$ cat src/rtl/seq_detect_prog.sv
// Programmable serial pattern detector.
// Matches a run-time loadable pattern of 1..PAT_W bits against a qualified
// serial stream, in overlapping or non-overlapping mode, and keeps a
// saturating match counter.
module seq_detect_prog #(
   parameter int                PAT_W   = 4,
   parameter int                CNT_W   = 8,
   parameter logic [PAT_W-1:0]  DEF_PAT = 4'b1011,
   parameter int                LEN_W   = $clog2(PAT_W) + 1
) (
   input  logic             clk,
   input  logic             rst,
   input  logic             cfg_load,
   input  logic [PAT_W-1:0] cfg_pattern,
   input  logic [LEN_W-1:0] cfg_len,
   input  logic             cfg_overlap,
   input  logic             sin_valid,
   input  logic             sin,
   input  logic             cnt_clr,
   output logic             out,
   output logic [CNT_W-1:0] match_count,
   output logic             armed
);

   localparam logic [LEN_W-1:0] FULL_LEN = LEN_W'(PAT_W);

   logic [PAT_W-1:0] pattern_q, pattern_d;
   logic [LEN_W-1:0] len_q, len_d;
   logic             overlap_q, overlap_d;
   logic [PAT_W-1:0] hist_q, hist_d;
   logic [LEN_W-1:0] fill_q, fill_d;
   logic             out_q, out_d;
   logic [CNT_W-1:0] cnt_q, cnt_d;
   logic             armed_q, armed_d;

   logic [PAT_W-1:0] hist_n;
   logic [LEN_W-1:0] fill_n;
   logic             mismatch;
   logic             match;

   // Next-state: config load, bit acceptance, match detection, counter update.
   always_comb begin
      // NOTE: every variable gets a default first so no path leaves it unassigned (no latch).
      pattern_d = pattern_q;
      len_d     = len_q;
      overlap_d = overlap_q;
      hist_d    = hist_q;
      fill_d    = fill_q;
      cnt_d     = cnt_q;
      match     = 1'b0;
      mismatch  = 1'b0;

      // Candidate history and fill count if the current bit is accepted.
      hist_n = {hist_q[PAT_W-2:0], sin};
      fill_n = (fill_q >= FULL_LEN) ? FULL_LEN : fill_q + LEN_W'(1);

      // Compare only the low len bits; bit len-1 holds the oldest relevant bit.
      for (int i = 0; i < PAT_W; i++) begin
         if ((LEN_W'(i) < len_q) && (hist_n[i] != pattern_q[i])) begin
            mismatch = 1'b1;
         end
      end

      if (cfg_load) begin
         // A load discards any partial sequence and drops a same-cycle bit.
         pattern_d = cfg_pattern;
         len_d     = ((cfg_len == '0) || (cfg_len > FULL_LEN)) ? FULL_LEN : cfg_len;
         overlap_d = cfg_overlap;
         hist_d    = '0;
         fill_d    = '0;
      end else if (sin_valid) begin
         hist_d = hist_n;
         match  = (fill_n >= len_q) && !mismatch;
         // Non-overlap restarts the fill so the next match needs len fresh bits.
         fill_d = (match && !overlap_q) ? '0 : fill_n;
      end

      out_d   = match;
      armed_d = (fill_d >= len_d);

      if (match && (cnt_q != '1)) begin
         cnt_d = cnt_q + CNT_W'(1);
      end
      // Clear wins over a coincident match.
      if (cnt_clr) begin
         cnt_d = '0;
      end
   end

   // State registers with synchronous reset to the default configuration.
   always_ff @(posedge clk) begin
      // NOTE: sequential state uses non-blocking assignments so all flops update together.
      if (rst) begin
         pattern_q <= DEF_PAT;
         len_q     <= FULL_LEN;
         overlap_q <= 1'b1;
         hist_q    <= '0;
         fill_q    <= '0;
         out_q     <= 1'b0;
         cnt_q     <= '0;
         armed_q   <= 1'b0;
      end else begin
         pattern_q <= pattern_d;
         len_q     <= len_d;
         overlap_q <= overlap_d;
         hist_q    <= hist_d;
         fill_q    <= fill_d;
         out_q     <= out_d;
         cnt_q     <= cnt_d;
         armed_q   <= armed_d;
      end
   end

   assign out         = out_q;
   assign match_count = cnt_q;
   assign armed       = armed_q;

endmodule

$ cat config.mk
export PLATFORM = sky130hd
export DESIGN_NAME = seq_detect_prog
export DESIGN_NICKNAME = d
export VERILOG_FILES = /design/src/rtl/seq_detect_prog.sv
export SDC_FILE = /design/constraint.sdc
export NUM_CORES = 1
export LEC_CHECK = 0
export ABC_CLOCK_PERIOD_IN_PS = 3000
export CAP_MARGIN = 5
export CORE_MARGIN = 2
export CORE_UTILIZATION = 51
export DETAILED_ROUTE_END_ITERATION = 8
export HOLD_SLACK_MARGIN = 0.15
export PLACE_DENSITY = 0.78
export SLEW_MARGIN = 5
export SYNTH_ARGS = -nofsm -noshare
export SYNTH_HDL_FRONTEND = slang
export SYNTH_SLANG_ARGS = --single-unit
$ cat constraint.sdc
create_clock -name clk -period 3 [get_ports clk]
set_input_delay 0.45 -clock clk [delete_from_list [all_inputs] [get_ports clk]]
set_output_delay 0.45 -clock clk [all_outputs]
set_load 0.05 [all_outputs]
==> reports/summary.md <==
After clock tree synthesis, the clock-pin slew on the worst setup and hold paths is 0.12 ns. The tools report the initial antenna violation count as 0. The run gives 24 as the boundary pin count. Clock tree synthesis selected as its root buffer the cell sky130_fd_sc_hd__clkbuf_4.

After the first detailed-routing iteration, the DRC count stood at 16. Measured slew at the worst slew-check pin: 0.4952 ns. Before antenna repair, the detailed router went through 6 iterations.

TritonCTS built the clock tree. The antenna diode count was 0. Summed negative setup slack over all endpoints: 0 ns. The worst register-to-register path ends at armed. The number of nets in the synthesized netlist is 172. In the final routed layout, each cell accounts on average for 13.72 um. The floorplan step set the die height to 54.08 um. The aggregate global routing overflow came out at 0. Of the cells placed in the final design, the portion with a size suffix greater than 1 is 13.14%. For the met2 routing resource usage after global routing, the log shows 43.50%. The cell count after synthesis came out at 148. The synthesized area per cell works out to 8.640 um^2.

The clock arrives with 0.007904 ns of skew. For the DRC violation count after routing, the log shows 0. At the worst endpoint, the required time is 3.20 ns. After synthesis the netlist holds a flip-flop and latch count of 24. At the placement stage, the worst setup path has a slack of 0.04095 ns. STA classifies the critical path endpoint as a flip-flop. The detailed router placed 1,137 vias in this run. The half-perimeter wire length after detailed placement is 2133 um. The layer flagged by global routing as most heavily used is met2. Along the worst hold path, the cell count comes to 2. The sink count of the clock tree was 24; the clock latency at the later pin of the worst-skew pair was 0.31 ns. The count of nets after finishing came out at 200.

The starting density of the core was 52.57%; the all-layer global routing usage was 20.85%. The count of hold-fix buffers inserted at cts is 0. The worst-case reg-to-reg path depth is 14, and the via count of the first global-routing pass is 1,106. In this run the worst hold path is classified as reg -> reg. The logs give 0.13 ns for the flop-to-flop setup slack and 3 for the number of CTS-inserted buffers. For the number of levels the H-tree was split into, the log shows 1. The run gives 2812 um as the wire length after detailed routing. The longest clock path from root to sink contains 2 buffers.

Compared with the post-synthesis result, the final layout area differs by 27.69%. The worst path meets setup with 0.1290 ns of slack. In this run the most critical hold path is launched from pattern_q[3]. The run finished with clean final reports. The path with the worst hold slack has its endpoint at pattern_q[3]. The warning count from the yosys run is 0, and the maximum number of pins on one net before global-route repair is 14. The leading register cell type out of synthesis is sky130_fd_sc_hd__dfxtp_1.

In this run the static leakage power is 0.6532 nW. The critical path in this run is classified as reg -> reg. Number of max-slew violations in the final report: 0. The worst path uses 95.70% of the clock period.

The startpoint identified for the worst register-to-register timing path is fill_q[0]. For met1 alone, demand over resource in global routing was 19.97%. In this run the remaining antenna-violating nets after routing total 0. Hold timing on the final database bottoms out at a slack of 0.5076 ns. The floorplan has 18 rows.

The via density per instance was 5.546; the highest clock frequency the design can meet was 348.3 MHz. The logs give 4457 um for the global-route wire length before repair and 4.444% for the met3 routing resource usage after global routing. The worst pin sits at a relative slew slack of 66.88%. The die covers 0.002924 mm^2.

Power spread over the standard cell area amounts to 361.6 mW/mm^2. In this run the worst path has a maximum fanout of 3. For the final number of hold-violating endpoints, the log shows 0.

The max-cap violation count came out at 0. After filler insertion, the fill cell instance count of the layout stands at 206. In this run the tool buffered the top-level ports with 23 buffer cells.

The routability congestion estimate from global placement is 0.7935, and the highest ir drop seen on vdd is 351.4 uV. For the count of cell types in the netlist, the log shows 38. The mapped netlist covers 0.001279 mm^2.

The number of enable-type register cells in the synthesized netlist came out at 0. The worst path needs 2.871 ns of the cycle, external delays included. The number of setup violations in the final report was 0; the sequential fraction of the synthesis area was 37.57%. The worst setup path is launched from a flip-flop. The data arrival time at the worst-slack endpoint is 3.07 ns, and the placeable core region is 0.002432 mm^2. The chip width works out to 54.08 um.

Of all flip-flops after synthesis, the portion carrying an async set or reset was 0%.
[worst max-delay path, cell delays in order (launching register included)]
cell and delay (ns):
sky130_fd_sc_hd__dfxtp_2 0.35, sky130_fd_sc_hd__buf_4 0.12, sky130_fd_sc_hd__ha_1 0.20, sky130_fd_sc_hd__or2_2 0.30, sky130_fd_sc_hd__ha_1 0.29, sky130_fd_sc_hd__o21a_1 0.17
sky130_fd_sc_hd__a21oi_4 0.09, sky130_fd_sc_hd__o41ai_2 0.34, sky130_fd_sc_hd__o22ai_1 0.14, sky130_fd_sc_hd__nand2_1 0.09, sky130_fd_sc_hd__ha_1 0.22, sky130_fd_sc_hd__nand2b_1 0.14
sky130_fd_sc_hd__a21o_1 0.16, sky130_fd_sc_hd__a21oi_2 0.12, sky130_fd_sc_hd__nor2_1 0.04
[how the worst max path moves through the flow]
stage	from	end	slack, ns	cells after the start
2_1_floorplan	fill_q[0]	armed	0.29	14
3_3_place_gp	fill_q[0]	armed	0.17	13
3_5_place_dp	fill_q[0]	armed	0.04	13
4_1_cts	fill_q[0]	armed	0.02	13
5_1_grt	fill_q[0]	armed	-0.02	13
6_report	fill_q[0]	armed	0.13	14
[layout make-up]
cell class,count,area (um^2),share of cell area [%]
multi-input combinational,111,783.3,47.97
sequential,24,481.7,29.50
timing repair buffer,27,260.3,15.94
tap,30,37.54,2.299
clock buffer,4,36.28,2.222
inverter,9,33.78,2.069
[state kept, by name, summed over array words and instances, names as in the netlist]
register / cells
armed: 1
fill_q: 3
hist_q: 3
len_q: 3
match_count: 8
out: 1
overlap_q: 1
pattern_q: 4
[repair_timing]
action / CTS / global route
endpoints found under the setup margin: 0 / 1
setup buffers: 0 / 1
resized for setup: 0 / 10
hold endpoints to repair: 0 / 0
[layout by cell type, fill, tap and decap left out, types with 2 or more instances in the layout]
cell | netlist | routed
sky130_fd_sc_hd__nand3_1 | 4 | 4
sky130_fd_sc_hd__a211oi_1 | 2 | 2
sky130_fd_sc_hd__ha_1 | 10 | 9
sky130_fd_sc_hd__o22ai_1 | 3 | 3
sky130_fd_sc_hd__nor2_1 | 15 | 15
sky130_fd_sc_hd__o31ai_1 | 2 | 2
sky130_fd_sc_hd__or2_2 | 4 | 4
sky130_fd_sc_hd__a21oi_1 | 12 | 10
sky130_fd_sc_hd__inv_1 | 9 | 9
sky130_fd_sc_hd__dfxtp_1 | 24 | 23
sky130_fd_sc_hd__o21ai_0 | 3 | 3
sky130_fd_sc_hd__or3_1 | 2 | 2
sky130_fd_sc_hd__buf_4 | 0 | 4
sky130_fd_sc_hd__or4_1 | 2 | 2
sky130_fd_sc_hd__clkdlybuf4s50_1 | 0 | 23
sky130_fd_sc_hd__nand2_1 | 14 | 14
sky130_fd_sc_hd__nor3_1 | 4 | 3
sky130_fd_sc_hd__xnor2_1 | 4 | 4
sky130_fd_sc_hd__a21o_1 | 2 | 2
sky130_fd_sc_hd__clkbuf_4 | 0 | 3
sky130_fd_sc_hd__mux2i_1 | 9 | 9
[stage by stage]
stage | util, % | area, um^2 | std cells | power (mW)
2_1_floorplan | - | 1279 | 148 | 0.3909
3_3_place_gp | 63.58 | 1546 | 200 | 0.4226
3_5_place_dp | 63.58 | 1546 | 200 | 0.4262
4_1_cts | 65.07 | 1583 | 204 | 0.5927
5_1_grt | 67.13 | 1633 | 205 | 0.6181
6_report | 67.13 | 1633 | 205 | 0.5905
[cell usage after synthesis, types with 2 or more instances]
cell type,number,area share [%]
sky130_fd_sc_hd__a211oi_1,2,1.2
sky130_fd_sc_hd__a21o_1,2,1.2
sky130_fd_sc_hd__a21oi_1,12,4.7
sky130_fd_sc_hd__clkbuf_1,2,0.59
sky130_fd_sc_hd__dfxtp_1,24,38
sky130_fd_sc_hd__ha_1,10,9.8
sky130_fd_sc_hd__inv_1,9,2.6
sky130_fd_sc_hd__mux2i_1,9,7.0
sky130_fd_sc_hd__nand2_1,14,4.1
sky130_fd_sc_hd__nand3_1,4,1.6
sky130_fd_sc_hd__nor2_1,15,4.4
sky130_fd_sc_hd__nor2b_1,2,0.98
sky130_fd_sc_hd__nor3_1,4,1.6
sky130_fd_sc_hd__o21ai_0,3,1.2
sky130_fd_sc_hd__o22ai_1,3,1.5
sky130_fd_sc_hd__o31ai_1,2,1.2
sky130_fd_sc_hd__o41ai_1,2,1.4
sky130_fd_sc_hd__or2_2,4,2.0
sky130_fd_sc_hd__or3_1,2,0.98
sky130_fd_sc_hd__or4_1,2,1.2
sky130_fd_sc_hd__xnor2_1,4,2.7
[report_power, final]
part | internal (mW) | leakage, nW | switching, mW | total [mW]
Combinational | 0.0453 | 0.437 | 0.0465 | 0.0918
Clock | 0.0740 | 0.0210 | 0.0898 | 0.164
Sequential | 0.327 | 0.196 | 0.00780 | 0.335
Total | 0.446 | 0.653 | 0.144 | 0.590
[metal layers]
layer | routed length (um) | share of wire [%]
met1 | 1128 | 40
met2 | 1564 | 56
met3 | 108 | 3.8
met4 | 12 | 0.43
met5 | 0 | 0
[kinds of logic after synthesis]
kind of cell,count (synthesis),synth area share (%)
multiplexers,9,7.045
XOR/XNOR,4,2.739
flip-flops,24,37.57
buffers and inverters,13,4.403
AO/OA/AOI/OAI,32,16.05
adder cells (fa/ha/maj),10,9.785
AND/OR/NAND/NOR,56,22.41
Note: power is estimated with default switching activity, not from simulation.
